`src/rtl/crossbar_if.sv`:
```
// rtl/crossbar_if.sv - port bundle for the 5x5 registered crossbar
interface crossbar_if;
  logic [12:0] control0_in;
  logic [12:0] control1_in;
  logic [12:0] control2_in;
  logic [12:0] control3_in;
  logic [12:0] control4_in;
  logic [7:0]  data0_in;
  logic [7:0]  data1_in;
  logic [7:0]  data2_in;
  logic [7:0]  data3_in;
  logic [7:0]  data4_in;
  logic [14:0] route_config;
  logic [12:0] control0_out;
  logic [12:0] control1_out;
  logic [12:0] control2_out;
  logic [12:0] control3_out;
  logic [12:0] control4_out;
  logic [7:0]  data0_out;
  logic [7:0]  data1_out;
  logic [7:0]  data2_out;
  logic [7:0]  data3_out;
  logic [7:0]  data4_out;

  modport master (
    output control0_in, control1_in, control2_in, control3_in, control4_in,
    output data0_in, data1_in, data2_in, data3_in, data4_in,
    output route_config,
    input  control0_out, control1_out, control2_out, control3_out, control4_out,
    input  data0_out, data1_out, data2_out, data3_out, data4_out
  );

  modport slave (
    input  control0_in, control1_in, control2_in, control3_in, control4_in,
    input  data0_in, data1_in, data2_in, data3_in, data4_in,
    input  route_config,
    output control0_out, control1_out, control2_out, control3_out, control4_out,
    output data0_out, data1_out, data2_out, data3_out, data4_out
  );
endinterface

```
`src/rtl/crossbar.sv`:
```
// rtl/crossbar.sv - 5x5 crossbar, lowest input wins contention, registered outputs
module crossbar (
  input  logic       clk,
  input  logic       rst_n,
  crossbar_if.slave  xb
);
  localparam int NPORT = 5;

  logic [12:0] ctrl_in  [NPORT];
  logic [7:0]  data_in  [NPORT];
  logic [2:0]  route    [NPORT];
  logic [12:0] ctrl_nxt [NPORT];
  logic [7:0]  data_nxt [NPORT];
  logic [12:0] ctrl_q   [NPORT];
  logic [7:0]  data_q   [NPORT];

  assign ctrl_in[0] = xb.control0_in;
  assign ctrl_in[1] = xb.control1_in;
  assign ctrl_in[2] = xb.control2_in;
  assign ctrl_in[3] = xb.control3_in;
  assign ctrl_in[4] = xb.control4_in;
  assign data_in[0] = xb.data0_in;
  assign data_in[1] = xb.data1_in;
  assign data_in[2] = xb.data2_in;
  assign data_in[3] = xb.data3_in;
  assign data_in[4] = xb.data4_in;

  for (genvar i = 0; i < NPORT; i++) begin : g_route
    assign route[i] = xb.route_config[3*i +: 3];
  end

  // Route codes 5..7 never equal an output index, so they fall through to zero.
  // Control and data are taken from the same winner index so they stay paired.
  always_comb begin
    for (int j = 0; j < NPORT; j++) begin
      ctrl_nxt[j] = 13'h0000;
      data_nxt[j] = 8'h00;
      for (int i = NPORT - 1; i >= 0; i--) begin
        if (route[i] == 3'(j)) begin
          ctrl_nxt[j] = ctrl_in[i];
          data_nxt[j] = data_in[i];
        end
      end
    end
  end

  always_ff @(posedge clk or negedge rst_n) begin
    if (!rst_n) begin
      for (int j = 0; j < NPORT; j++) begin
        ctrl_q[j] <= 13'h0000;
        data_q[j] <= 8'h00;
      end
    end else begin
      for (int j = 0; j < NPORT; j++) begin
        ctrl_q[j] <= ctrl_nxt[j];
        data_q[j] <= data_nxt[j];
      end
    end
  end

  assign xb.control0_out = ctrl_q[0];
  assign xb.control1_out = ctrl_q[1];
  assign xb.control2_out = ctrl_q[2];
  assign xb.control3_out = ctrl_q[3];
  assign xb.control4_out = ctrl_q[4];
  assign xb.data0_out    = data_q[0];
  assign xb.data1_out    = data_q[1];
  assign xb.data2_out    = data_q[2];
  assign xb.data3_out    = data_q[3];
  assign xb.data4_out    = data_q[4];
endmodule

```
`src/flat_wrapper.sv`:
```
// flat-port wrapper written by rule: the top's interface ports become plain ports
module crossbar_flat 
  (clk, rst_n, xb_control0_in, xb_control1_in, xb_control2_in, xb_control3_in, xb_control4_in, xb_data0_in, xb_data1_in, xb_data2_in, xb_data3_in, xb_data4_in, xb_route_config, xb_control0_out, xb_control1_out, xb_control2_out, xb_control3_out, xb_control4_out, xb_data0_out, xb_data1_out, xb_data2_out, xb_data3_out, xb_data4_out);
  crossbar_if xb_i ();
  input  logic clk;
  input  logic rst_n;
  input wire logic [$bits(xb_i.control0_in)-1:0] xb_control0_in;
  input wire logic [$bits(xb_i.control1_in)-1:0] xb_control1_in;
  input wire logic [$bits(xb_i.control2_in)-1:0] xb_control2_in;
  input wire logic [$bits(xb_i.control3_in)-1:0] xb_control3_in;
  input wire logic [$bits(xb_i.control4_in)-1:0] xb_control4_in;
  input wire logic [$bits(xb_i.data0_in)-1:0] xb_data0_in;
  input wire logic [$bits(xb_i.data1_in)-1:0] xb_data1_in;
  input wire logic [$bits(xb_i.data2_in)-1:0] xb_data2_in;
  input wire logic [$bits(xb_i.data3_in)-1:0] xb_data3_in;
  input wire logic [$bits(xb_i.data4_in)-1:0] xb_data4_in;
  input wire logic [$bits(xb_i.route_config)-1:0] xb_route_config;
  output wire logic [$bits(xb_i.control0_out)-1:0] xb_control0_out;
  output wire logic [$bits(xb_i.control1_out)-1:0] xb_control1_out;
  output wire logic [$bits(xb_i.control2_out)-1:0] xb_control2_out;
  output wire logic [$bits(xb_i.control3_out)-1:0] xb_control3_out;
  output wire logic [$bits(xb_i.control4_out)-1:0] xb_control4_out;
  output wire logic [$bits(xb_i.data0_out)-1:0] xb_data0_out;
  output wire logic [$bits(xb_i.data1_out)-1:0] xb_data1_out;
  output wire logic [$bits(xb_i.data2_out)-1:0] xb_data2_out;
  output wire logic [$bits(xb_i.data3_out)-1:0] xb_data3_out;
  output wire logic [$bits(xb_i.data4_out)-1:0] xb_data4_out;
  assign xb_i.control0_in = xb_control0_in;
  assign xb_i.control1_in = xb_control1_in;
  assign xb_i.control2_in = xb_control2_in;
  assign xb_i.control3_in = xb_control3_in;
  assign xb_i.control4_in = xb_control4_in;
  assign xb_i.data0_in = xb_data0_in;
  assign xb_i.data1_in = xb_data1_in;
  assign xb_i.data2_in = xb_data2_in;
  assign xb_i.data3_in = xb_data3_in;
  assign xb_i.data4_in = xb_data4_in;
  assign xb_i.route_config = xb_route_config;
  assign xb_control0_out = xb_i.control0_out;
  assign xb_control1_out = xb_i.control1_out;
  assign xb_control2_out = xb_i.control2_out;
  assign xb_control3_out = xb_i.control3_out;
  assign xb_control4_out = xb_i.control4_out;
  assign xb_data0_out = xb_i.data0_out;
  assign xb_data1_out = xb_i.data1_out;
  assign xb_data2_out = xb_i.data2_out;
  assign xb_data3_out = xb_i.data3_out;
  assign xb_data4_out = xb_i.data4_out;
  crossbar u_core (.clk(clk), .rst_n(rst_n), .xb(xb_i));
endmodule
```
`config.mk`:
```
export PLATFORM = sky130hd
export DESIGN_NAME = crossbar_flat
export DESIGN_NICKNAME = d
export VERILOG_FILES = /design/src/rtl/crossbar_if.sv /design/src/rtl/crossbar.sv /design/src/flat_wrapper.sv
export SDC_FILE = /design/constraint.sdc
export NUM_CORES = 1
export LEC_CHECK = 0
export CORE_AREA = 4 4 98 170
export CTS_BUF_LIST = sky130_fd_sc_hd__clkbuf_8
export DETAILED_ROUTE_END_ITERATION = 12
export DIE_AREA = 0 0 102 174
export PLACE_DENSITY = 0.76
export REMOVE_ABC_BUFFERS = 1
export SLEW_MARGIN = 20
export SYNTH_ARGS = -nofsm -noshare
export SYNTH_HDL_FRONTEND = slang
export SYNTH_SLANG_ARGS = --single-unit
```
`constraint.sdc`:
```
create_clock -name clk -period 1.2 [get_ports clk]
set_clock_uncertainty 0.2 [all_clocks]
set_input_delay 0.36 -clock clk [delete_from_list [all_inputs] [get_ports clk]]
set_output_delay 0.36 -clock clk [all_outputs]
set_load 0.02 [all_outputs]
```
==> results of run 1 <==
what timing repair did:
item | 4_1_cts
hold endpoints to repair | 105
cloned | 15
pin swaps | 112
resized for setup | 1153
buffers inserted | 39
setup endpoints to repair | 210
hold buffers | 1
cell families after synthesis:
family / count (synthesis) / share of synthesized area, %
flops: 105 / 40.5
buf+inv: 81 / 5.13
simple gates: 210 / 16.2
compound gates: 320 / 38.2
synth_stat cells (all sizes together):
| cell | instances |
|---|---|
| a211oi | 1 |
| a21o | 1 |
| a21oi | 3 |
| a221oi | 105 |
| a22oi | 84 |
| and2 | 2 |
| and3b | 3 |
| buf | 23 |
| clkbuf | 56 |
| dfrtp | 105 |
| inv | 2 |
| nand2 | 27 |
| nand2b | 2 |
| nand3 | 21 |
| nand3b | 3 |
| nor2 | 87 |
| nor2b | 45 |
| nor3 | 4 |
| nor3b | 7 |
| nor4 | 1 |
| nor4b | 3 |
| o211ai | 21 |
| o21ai | 21 |
| o31ai | 84 |
| or2 | 1 |
| or3 | 1 |
| or3b | 3 |
through the flow:
stage / utilization, % / worst slack [ps] / area (sq um) / cells / setup TNS (ps)
global placement: 63.5 / -1410 / 9720 / 1161 / -150380
CTS: 82.6 / -330 / 12600 / 1230 / -52940
floorplan: - / -1650 / 6170 / 637 / -141510
detailed placement: 63.5 / -1300 / 9720 / 1161 / -143270
metal layers:
| layer | track usage [%] | overflow |
|---|---|---|
| met3 | 57.1 | 0 |
| met5 | 10.9 | 0 |
| met1 | 72.6 | 0 |
| met4 | 66.4 | 5 |
| met2 | 86.5 | 3 |
==> results.txt, run 1 <==
status: stopped before the end
cell taking the most area after synthesis: dfrtp_1
last stage the flow got to: 5_1_grt
Mapped Cells: 716
Synth Cell Area: 0.00649 sq mm
die span in y: 174 um
GRT worst endpoint: u_core.xb.data4_out[0]$_DFF_PN0_/D
Yosys warning count: 0
CTS Buf Count: 9
I/O pins: 227
leading post-synthesis cells by cell area: dfrtp_1, a221oi_1, a22oi_1, o31ai_1, nor2_1
Root Buffer: clkbuf_8
GP Congestion: 0.961
stop err: [ERROR GRT-0232] Routing congestion too high. Check the congestion heatmap in the GUI.
GR Overflow Total: 8
total global-route track usage: 71.0%
Starting Density: 42.4%
port bufs: 226
hpwl dp: 22.6 mm
syn avg cell area: 9.07 sq um
clk sinks: 105
Clock Path Buffers: 2
largest net degree at the start of global routing: 43
Worst EP Category: sequential cell input
Yosys cell types: 30
post-synthesis sequential area ratio: 40.5%
area share of the largest cell type after synthesis: 40.5%
CTS H-tree depth: 3
Die Wd: 102 um
Rows: 60
Yosys reg bits: 105
==> run 2: changes to the inputs <==
--- a/config.mk
+++ b/config.mk
@@ -5,11 +5,10 @@
 export SDC_FILE = /design/constraint.sdc
 export NUM_CORES = 1
 export LEC_CHECK = 0
-export CORE_AREA = 4 4 98 170
-export CTS_BUF_LIST = sky130_fd_sc_hd__clkbuf_8
+export CORE_AREA = 4 4 158 160
 export DETAILED_ROUTE_END_ITERATION = 12
-export DIE_AREA = 0 0 102 174
-export PLACE_DENSITY = 0.76
+export DIE_AREA = 0 0 162 164
+export PLACE_DENSITY_LB_ADDON = 0.15
 export REMOVE_ABC_BUFFERS = 1
 export SLEW_MARGIN = 20
 export SYNTH_ARGS = -nofsm -noshare
==> run 2 against run 1 <==
The flow now finishes, with violations (setup timing). Synthesized cell count stayed put. Area after synthesis did not move.
==> results.txt, run 2 <==
status: complete, but fails checks (was stopped before the end)
failing checks: setup timing
crit path to: u_core.xb.control3_out[4]
Yosys warning count: 0 (unchanged)
final cell count without fillers: 1391
worst vdd ir: 0.000678 V
initial antenna violation count: 1
CTS H-tree depth: 3 (unchanged)
GR Overflow Total: 0
area share of the largest cell type after synthesis: 40.5% (unchanged)
Clock Path Buffers: 2 (unchanged)
post-route cell area: 0.0146 sq mm
Inst Count DP: 1301 (was 1161)
port bufs: 226 (unchanged)
leading post-synthesis cells by cell area: dfrtp_1, a221oi_1, a22oi_1, o31ai_1, nor2_1 (unchanged)
share of cells above drive strength 1: 68.0%
core area: 0.0234 sq mm
Place WS: -1350 ps (was -1300 ps)
WP data arrival: 1590 ps
vias in the first global route: 9157
GP Congestion: 0.879 (was 0.961)
fin. max-slew vios: 0
most common cell after layout, fill and taps aside: buf_6
Hold Path Class: in2reg
clock-pin slew on the worst setup and hold paths: 80 ps
CTS Buf Count: 9 (unchanged)
largest net degree at the start of global routing: 60
Final Hold Slack: 205 ps
fraction of registers with async set/reset: 100% (unchanged)
cell taking the most area after synthesis: dfrtp_1 (unchanged)
CTS tree: done
top cells by count, synth: a221oi_1, dfrtp_1, nor2_1, a22oi_1, o31ai_1 (unchanged)
Yosys reg bits: 105 (unchanged)
syn avg cell area: 9.07 sq um (unchanged)
dpl cell area: 0.00999 sq mm (was 0.00972 sq mm)
Most used DFF post-synth: dfrtp_1 (unchanged)
I/O pins: 227 (unchanged)
DRT iter0 DRCs: 1042
worst slew pin tran: 517 ps
fin crit period: 1550 ps
Max-slew headroom: 65.5%
Final Hold Vio Count: 0
worst path required time: 1240 ps
Setup TNS: -51170 ps
Starting Density: 27.7% (was 42.4%)
WL per Instance: 31.5 um
post-route ant nets: 0
Mapped Cells: 716 (unchanged)
1st-pass router iterations: 9
Yosys cell types: 30 (unchanged)
Worst setup EP type: flip-flop
CP startpoint kind: primary input
total global-route track usage: 30.1%
period utilization: 129%
Setup CP Type: in2reg
post-synthesis sequential area ratio: 40.5% (unchanged)
Final WS setup: -353 ps
vias per cell: 6.56
# nets final: 1187
DRC viols: 0
Pwr Density: 865 mW/mm^2
clk sinks: 105 (unchanged)
Max FO, Critical Path: 6
first-pass GRT wire length: 59.4 mm
Die ar.: 0.0266 sq mm
die span in y: 164 um (was 174 um)
via count: 9125
Synth Cell Area: 0.00649 sq mm (unchanged)
fillers: 1769
Max Fclk: 644 MHz
Post-synth EDFFs: 0 (unchanged)
most frequent cells in the layout: buf_6, dfrtp_1, a221oi_2, nor2_4
Die Wd: 162 um (was 102 um)
Critical path origin: xb_route_config[8]
Total Wirelength: 43.9 mm
# setup viols final: 210
leak pwr: 5.87 nW
max_cap viols: 0
unrepaired setup endpoints after global routing: yes
hpwl dp: 25.1 mm (was 22.6 mm)
Rows: 56 (was 60)
Root Buffer: clkbuf_16 (was clkbuf_8)
Area growth syn-to-layout: 125%
[run 2: layer usage]
metal | GRT usage [%] | share of wire, % | vias to the layer above
met5 | 0 | 0 | -
met4 | 17.1 | 7.5 | 0
met1 | 39.1 | 37 | 4422
met2 | 45.4 | 44 | 840
met3 | 8.08 | 12 | 272
li1 | - | - | 3591
[run 2: area by class of cell]
| cell class | count | area (sq um) | share of cell area [%] |
|---|---|---|---|
| multi-input cells | 530 | 6320 | 43.3 |
| clock buffers | 11 | 243 | 1.66 |
| diodes | 2 | 5.00 | 0.0343 |
| flip-flops and latches | 105 | 2630 | 18.0 |
| well taps | 319 | 399 | 2.73 |
| inverters | 2 | 10.0 | 0.0686 |
| clock inverters | 5 | 37.5 | 0.257 |
| repair buffers | 417 | 4960 | 34.0 |
[run 2: how the worst min path moves through the flow]
stage / endpoint / slack [ps] / startpoint / cells after the start
global placement: u_core.xb.data1_out[5] / 180 / rst_n / 2
finish: u_core.xb.control4_out[12] / 210 / xb_control3_in[12] / 3
CTS: u_core.xb.control4_out[4] / 310 / xb_control4_in[4] / 3
global route: u_core.xb.control4_out[12] / 220 / xb_control4_in[12] / 3
floorplan: u_core.xb.control0_out[0] / -140 / rst_n / 0
detailed placement: u_core.xb.data4_out[5] / 170 / rst_n / 2
[run 2: cell families (layout without fill, tap and decap cells)]
group,count (synthesis),count (layout),synth area share (%)
other,0,2,0
DFF,105,105,40.5
AOI/OAI and AO/OA,320,320,38.2
and+or+nand+nor,210,210,16.2
buffers and inverters,81,435,5.13
[run 2: critical path, cell delays in order]
cell and delay (ps):
buf_8 90, buf_8 130, buf_6 100, nand3b_1 240
buf_6 210, buf_4 140, nor2_4 30, o31ai_2 300
[run 2: what timing repair did]
item | 4_1_cts | 5_1_grt
hold buffers | 1 | 0
buffers inserted | 40 | 18
endpoints found under the setup margin | 210 | 210
gates resized for setup | 1262 | 232
gates cloned | 20 | 3
pin swaps | 99 | 77
endpoints found under the hold margin | 105 | 0
[run 2: where the power goes]
part	internal [W]	switching, W
sequential	0.00390	0.000205
combinational	0.00262	0.00296
clock	0.00148	0.00146
total	0.00800	0.00463
[run 2: through the flow]
step	utilization (%)	power (W)
6_report	62.4	0.0126
5_1_grt	62.4	0.0130
4_1_cts	57.4	0.0121
3_5_place_dp	42.7	0.00785
3_3_place_gp	42.7	0.00785
2_1_floorplan	-	0.00548
No activity file was read; power rests on OpenSTA's default activity.
==> run 3: changes to the inputs <==
--- a/config.mk
+++ b/config.mk
@@ -5,9 +5,10 @@
 export SDC_FILE = /design/constraint.sdc
 export NUM_CORES = 1
 export LEC_CHECK = 0
-export CORE_AREA = 4 4 158 160
+export CAP_MARGIN = 30
+export CORE_AREA = 2 2 156 158
 export DETAILED_ROUTE_END_ITERATION = 12
-export DIE_AREA = 0 0 162 164
+export DIE_AREA = 0 0 158 160
 export PLACE_DENSITY_LB_ADDON = 0.15
 export REMOVE_ABC_BUFFERS = 1
 export SLEW_MARGIN = 20
==> run 3 against run 2 <==
The run still ends with setup timing left. Total power fell by 2.2%. Via count decreased by 4.6%. Design area is 6.2% lower. Fmax rose by 0.13%. Core utilization decreased by 4.9 points. Non-clock buffer count is 18 lower. First-iteration DRC count decreased by 21%. Global-route usage increased by 0.42 points. Critical path type unchanged. Highest routed layer unchanged.
==> results.txt, run 3 (synthesis gave the netlist of run 2 again) <==
I/O pins: 227 (unchanged)
via count: 8705 (was 9125)
first-pass GRT wire length: 56.4 mm (was 59.4 mm)
Total Wirelength: 40.2 mm (was 43.9 mm)
fillers: 2003 (was 1769)
period utilization: 129% (about the same)
failing checks: setup timing (unchanged)
1st-pass router iterations: 5 (was 9)
Die Wd: 158 um (was 162 um)
Area growth syn-to-layout: 111% (was 125%)
Starting Density: 27.3% (was 27.7%)
worst slew pin tran: 415 ps (was 517 ps)
CTS tree: done (unchanged)
leak pwr: 5.57 nW (was 5.87 nW)
Final Hold Vio Count: 0 (unchanged)
Hold Startpoint: xb_data4_in[5] (was xb_control3_in[12])
Max FO, Critical Path: 5 (was 6)
Crit path largest cell delay: 290 ps (was 300 ps)
clk sinks: 105 (unchanged)
multi-input logic area: 0.00559 sq mm (was 0.00632 sq mm)
GP Congestion: 0.888 (was 0.879)
WL per Instance: 29.2 um (was 31.5 um)
clock-pin slew on the worst setup and hold paths: 70 ps (was 80 ps)
Final WS setup: -351 ps (was -353 ps)
DRT iter0 DRCs: 820 (was 1042)
Max Fclk: 645 MHz (was 644 MHz)
Final Hold Slack: 187 ps (was 205 ps)
Place WS: -1230 ps (was -1350 ps)
worst vdd ir: 0.000720 V (was 0.000678 V)
post-route ant nets: 0 (unchanged)
Worst setup EP type: flip-flop (unchanged)
CP Cell Sequence: buf_8, buf_6, nor3b_4, nor4b_4, buf_6, buf_12, a221oi_2, o211ai_1 (was buf_8, buf_8, buf_6, nand3b_1, buf_6, buf_4, nor2_4, o31ai_2)
Pwr Density: 902 mW/mm^2 (was 865 mW/mm^2)
Inst Count DP: 1301 (unchanged)
CTS Buf Count: 9 (unchanged)
vias per cell: 6.32 (was 6.56)
max_cap viols: 0 (unchanged)
Critical path origin: xb_route_config[11] (was xb_route_config[8])
vias in the first global route: 8729 (was 9157)
Hold Path Class: in2reg (unchanged)
post-route cell area: 0.0137 sq mm (was 0.0146 sq mm)
dpl cell area: 0.0100 sq mm (was 0.00999 sq mm)
Root Buffer: clkbuf_16 (unchanged)
final cell count without fillers: 1377 (was 1391)
largest net degree at the start of global routing: 27 (was 60)
Clock Path Buffers: 2 (unchanged)
initial antenna violation count: 1 (unchanged)
storage element area: 0.00263 sq mm (unchanged)
# nets final: 1169 (was 1187)
hpwl dp: 24.6 mm (was 25.1 mm)
Pwr Total: 0.0123 W (was 0.0126 W)
# setup viols final: 210 (unchanged)
CTS H-tree depth: 3 (unchanged)
Die ar.: 0.0253 sq mm (was 0.0266 sq mm)
total global-route track usage: 30.5% (was 30.1%)
cell family with most CP delay: buffers and inverters (unchanged)
fin crit period: 1550 ps (about the same)
WP data arrival: 1610 ps (was 1590 ps)
CP startpoint kind: primary input (unchanged)
Setup CP Type: in2reg (unchanged)
share of cells above drive strength 1: 58.9% (was 68.0%)
DRC viols: 0 (unchanged)
port bufs: 226 (unchanged)
GR Overflow Total: 0 (unchanged)
most frequent cells in the layout: buf_6, dfrtp_1, clkdlybuf4s50_1, buf_4, a221oi_2 (was buf_6, dfrtp_1, a221oi_2, nor2_4)
Max-slew headroom: 72.2% (was 65.5%)
unrepaired setup endpoints after global routing: yes (unchanged)
status: complete, but fails checks (unchanged)
CP max-delay cell: nor4b_4 (was o31ai_2)
crit-path most repeated cell: buf_6
Rows: 57 (was 56)
WP buf/inv: 4 (was 5)
worst path required time: 1260 ps (was 1240 ps)
die span in y: 160 um (was 164 um)
core area: 0.0238 sq mm (was 0.0234 sq mm)
most common cell after layout, fill and taps aside: buf_6 (unchanged)
fin. max-slew vios: 0 (unchanged)
run 3: cell types whose count changed in the layout (fill, tap and decap cells not counted), moves of 7 or more:
| cell | previous run | this run |
|---|---|---|
| o21ai_2 | 18 | 0 |
| o31ai_4 | 17 | 1 |
| o31ai_1 | 14 | 34 |
| a221oi_1 | 8 | 24 |
| clkdlybuf4s50_1 | 67 | 77 |
| buf_6 | 175 | 154 |
| dlygate4sd2_1 | 12 | 5 |
| nor2_4 | 68 | 28 |
| a221oi_2 | 75 | 60 |
| nor2_1 | 4 | 40 |
| o21ai_0 | 3 | 21 |
run 3: path summary, 6_finish.rpt:
path | cells after the start | to | slack (ps)
max | 8 | u_core.xb.control4_out[2] | -350
min | 3 | u_core.xb.data4_out[5] | 190
max in group asynchronous | 3 | u_core.xb.control4_out[1] | 130
min in group asynchronous | 2 | u_core.xb.control0_out[5] | 230
run 3: layout make-up:
type,instances,area share (%)
flip-flops and latches,105,19.2
clock buffers,11,1.77
inverters,2,0.0914
well taps,324,2.96
repair buffers,399,34.7
diodes,1,0.0183
clock inverters,5,0.402
multi-input cells,530,40.8
run 3: power breakdown:
group	internal [W]	total [W]	switching [W]
sequential	0.00390	0.00412	0.000219
clock	0.00167	0.00311	0.00143
combinational	0.00245	0.00512	0.00267
run 3: metrics by stage:
| stage | utilization [%] | TNS [ps] |
|---|---|---|
| 2_1_floorplan | - | -141510 |
| 3_3_place_gp | 42.2 | -146480 |
| 3_5_place_dp | 42.2 | -147290 |
| 4_1_cts | 52.6 | -51460 |
| 5_1_grt | 57.5 | -57150 |
| 6_report | 57.5 | -52360 |
run 3: what timing repair did:
action | CTS | global route
hold endpoints to repair | 105 | 0
gates resized for setup | 1051 | 216
setup buffers | 32 | 15
pin swaps | 82 | 71
cloned | 18 | 2
endpoints found under the setup margin | 210 | 210
hold buffers | 1 | 0
run 3: per-layer routing:
metal / share of wire [%] / up-vias / global-route usage [%]
met4: 6.4 / 0 / 17.3
met5: 0 / - / 0
li1: - / 3547 / -
met2: 44 / 721 / 45.2
met1: 38 / 4231 / 40.3
met3: 11 / 206 / 7.73
==> run 4: changes to the inputs <==
--- a/config.mk
+++ b/config.mk
@@ -6,9 +6,9 @@
 export NUM_CORES = 1
 export LEC_CHECK = 0
 export CAP_MARGIN = 30
-export CORE_AREA = 2 2 156 158
+export CORE_AREA = 2 2 128 130
 export DETAILED_ROUTE_END_ITERATION = 12
-export DIE_AREA = 0 0 158 160
+export DIE_AREA = 0 0 130 132
 export PLACE_DENSITY_LB_ADDON = 0.15
 export REMOVE_ABC_BUFFERS = 1
 export SLEW_MARGIN = 20
==> constraint.sdc (replaced) <==
create_clock -name clk -period 1.25 [get_ports clk]
set_clock_uncertainty 0.2 [all_clocks]
set_input_delay 0.375 -clock clk [delete_from_list [all_inputs] [get_ports clk]]
set_output_delay 0.375 -clock clk [all_outputs]
set_load 0.02 [all_outputs]
==> run 4 against run 3 <==
Critical endpoint is now u_core.xb.data3_out[6]. Critical path depth down 5. The run still ends with setup timing left. Largest power group unchanged. Highest routed layer unchanged. Count of clock-buffer cells in the layout fell by 1. Die area fell by 32%.
==> results.txt, run 4 (synthesis gave the netlist of run 2 again) <==
Max Fclk: 625 MHz
WL per Instance: 33.6 um (was 29.2 um)
failing checks: setup timing (unchanged)
CP startpoint kind: primary input (unchanged)
clk sinks: 105 (unchanged)
most frequent cells in the layout: buf_6, dfrtp_1, buf_4, a221oi_2, clkdlybuf4s50_1 (was buf_6, dfrtp_1, clkdlybuf4s50_1, buf_4, a221oi_2)
Max-slew headroom: 62.7% (was 72.2%)
Setup CP Type: in2reg (unchanged)
GP Congestion: 1.01 (was 0.888)
unrepaired setup endpoints after global routing: yes (unchanged)
hpwl dp: 22.9 mm (was 24.6 mm)
Int Pwr: 0.00747 W (was 0.00803 W)
multi-input logic area: 0.00559 sq mm (about the same)
Critical path origin: xb_data2_in[6] (was xb_route_config[11])
max_cap viols: 0 (unchanged)
share of cells above drive strength 1: 57.8% (was 58.9%)
Crit path largest cell delay: 570 ps (was 290 ps)
Sw Pwr: 0.00438 W (was 0.00432 W)
cell family with most CP delay: buffers and inverters (unchanged)
Final Hold Vio Count: 0 (unchanged)
Hold Startpoint: xb_data4_in[0] (was xb_data4_in[5])
Clock Path Buffers: 2 (unchanged)
vias in the first global route: 9259 (was 8729)
Clk network pwr share: 24.6% (was 25.2%)
CTS Buf Count: 9 (unchanged)
Root Buffer: clkbuf_16 (unchanged)
Comb pwr share: 42.1% (was 41.5%)
# nets final: 1163 (was 1169)
initial antenna violation count: 0 (was 1)
post-route ant nets: 0 (unchanged)
Pwr Density: 893 mW/mm^2 (was 902 mW/mm^2)
Worst setup EP type: flip-flop (unchanged)
WP data arrival: 1630 ps (was 1610 ps)
utilization after layout: 84.5% (was 57.5%)
core area: 0.0157 sq mm (was 0.0238 sq mm)
worst path required time: 1280 ps (was 1260 ps)
Max FO, Critical Path: 5 (unchanged)
largest net degree at the start of global routing: 62 (was 27)
final cell count without fillers: 1262 (was 1377)
vias per cell: 7.51 (was 6.32)
CTS H-tree depth: 3 (unchanged)
Hold Path Class: in2reg (unchanged)
Antenna Diode Count: 0 (was 1)
DRC viols: 0 (unchanged)
1st-pass router iterations: 8 (was 5)
I/O pins: 227 (unchanged)
worst slew pin tran: 555 ps (was 415 ps)
via count: 9477 (was 8705)
port bufs: 226 (unchanged)
most common cell after layout, fill and taps aside: buf_6 (unchanged)
period utilization: 128%
storage element area: 0.00263 sq mm (unchanged)
CP max-delay cell: clkdlybuf4s50_1 (was nor4b_4)
Die Wd: 130 um (was 158 um)
clock-pin slew on the worst setup and hold paths: 80 ps (was 70 ps)
status: complete, but fails checks (unchanged)
Area growth syn-to-layout: 104% (was 111%)
# setup viols final: 210 (unchanged)
Reg power frac: 33.3% (was 33.4%)
GR Overflow Total: 0 (unchanged)
Pwr Total: 0.0119 W (was 0.0123 W)
WP buf/inv: 1 (was 4)
Die ar.: 0.0172 sq mm (was 0.0253 sq mm)
DRT iter0 DRCs: 1386 (was 820)
total global-route track usage: 44.0% (was 30.5%)
fillers: 757 (was 2003)
Starting Density: 41.3% (was 27.3%)
leak pwr: 5.45 nW (was 5.57 nW)
Final Hold Slack: 194 ps (was 187 ps)
Place WS: -1340 ps (was -1230 ps)
worst vdd ir: 0.000771 V (was 0.000720 V)
Total Wirelength: 42.4 mm (was 40.2 mm)
CTS tree: done (unchanged)
fin. max-slew vios: 0 (unchanged)
Sw Share: 37.0% (was 35.0%)
Inst Count DP: 1192 (was 1301)
Final WS setup: -349 ps (was -351 ps)
first-pass GRT wire length: 56.4 mm (about the same)
CP Cell Sequence: clkdlybuf4s50_1, nor3_1, o31ai_2 (was buf_8, buf_6, nor3b_4, nor4b_4, buf_6, buf_12, a221oi_2, o211ai_1)
fin crit period: 1600 ps
die span in y: 132 um (was 160 um)
Rows: 46 (was 57)
run 4: repair_timing:
item                                    CTS  global route
resized for setup                      1151           134
gates cloned                             15             4
hold buffers                              1             0
buffers inserted                         21            17
setup endpoints to repair               210           210
pin swaps                               102            53
endpoints found under the hold margin   105             0
run 4: area by class of cell:
class	count	share of cell area (%)
multi-input cells	530	42.1
inverters	2	0.0754
clock buffers	10	1.80
flip-flops and latches	105	19.8
clock inverters	6	0.368
well taps	216	2.04
repair buffers	393	33.8
run 4: stage by stage:
step	TNS, ps	instance area (sq um)
after floorplan	-137830	6170
final	-43830	13300
after CTS	-35360	12400
after global routing	-46310	13300
after global placement	-137220	9800
after detailed placement	-139540	9800
run 4: routing by layer:
layer,vias up,GRT usage [%],routed length [um]
li1,3531,-,-
met4,0,26.0,3880
met1,4486,55.9,14700
met2,1095,64.7,18100
met5,-,0,0
met3,365,14.9,5780
run 4: power by group through the flow:
stage / sequential (W) / clock [W] / combinational, W
final: 0.00395 / 0.00292 / 0.00499
after global routing: 0.00397 / 0.00304 / 0.00508
after CTS: 0.00394 / 0.00289 / 0.00440
after detailed placement: 0.00393 / 0 / 0.00351
after global placement: 0.00392 / 0 / 0.00349
after floorplan: 0.00437 / 0 / 0.000889
run 4: worst paths after layout:
path                       slack, ps                         to  cells after the start
min                              190     u_core.xb.data4_out[0]                      3
max                             -350     u_core.xb.data3_out[6]                      3
min in group asynchronous        340  u_core.xb.control4_out[3]                      3
max in group asynchronous        170  u_core.xb.control2_out[1]                      3
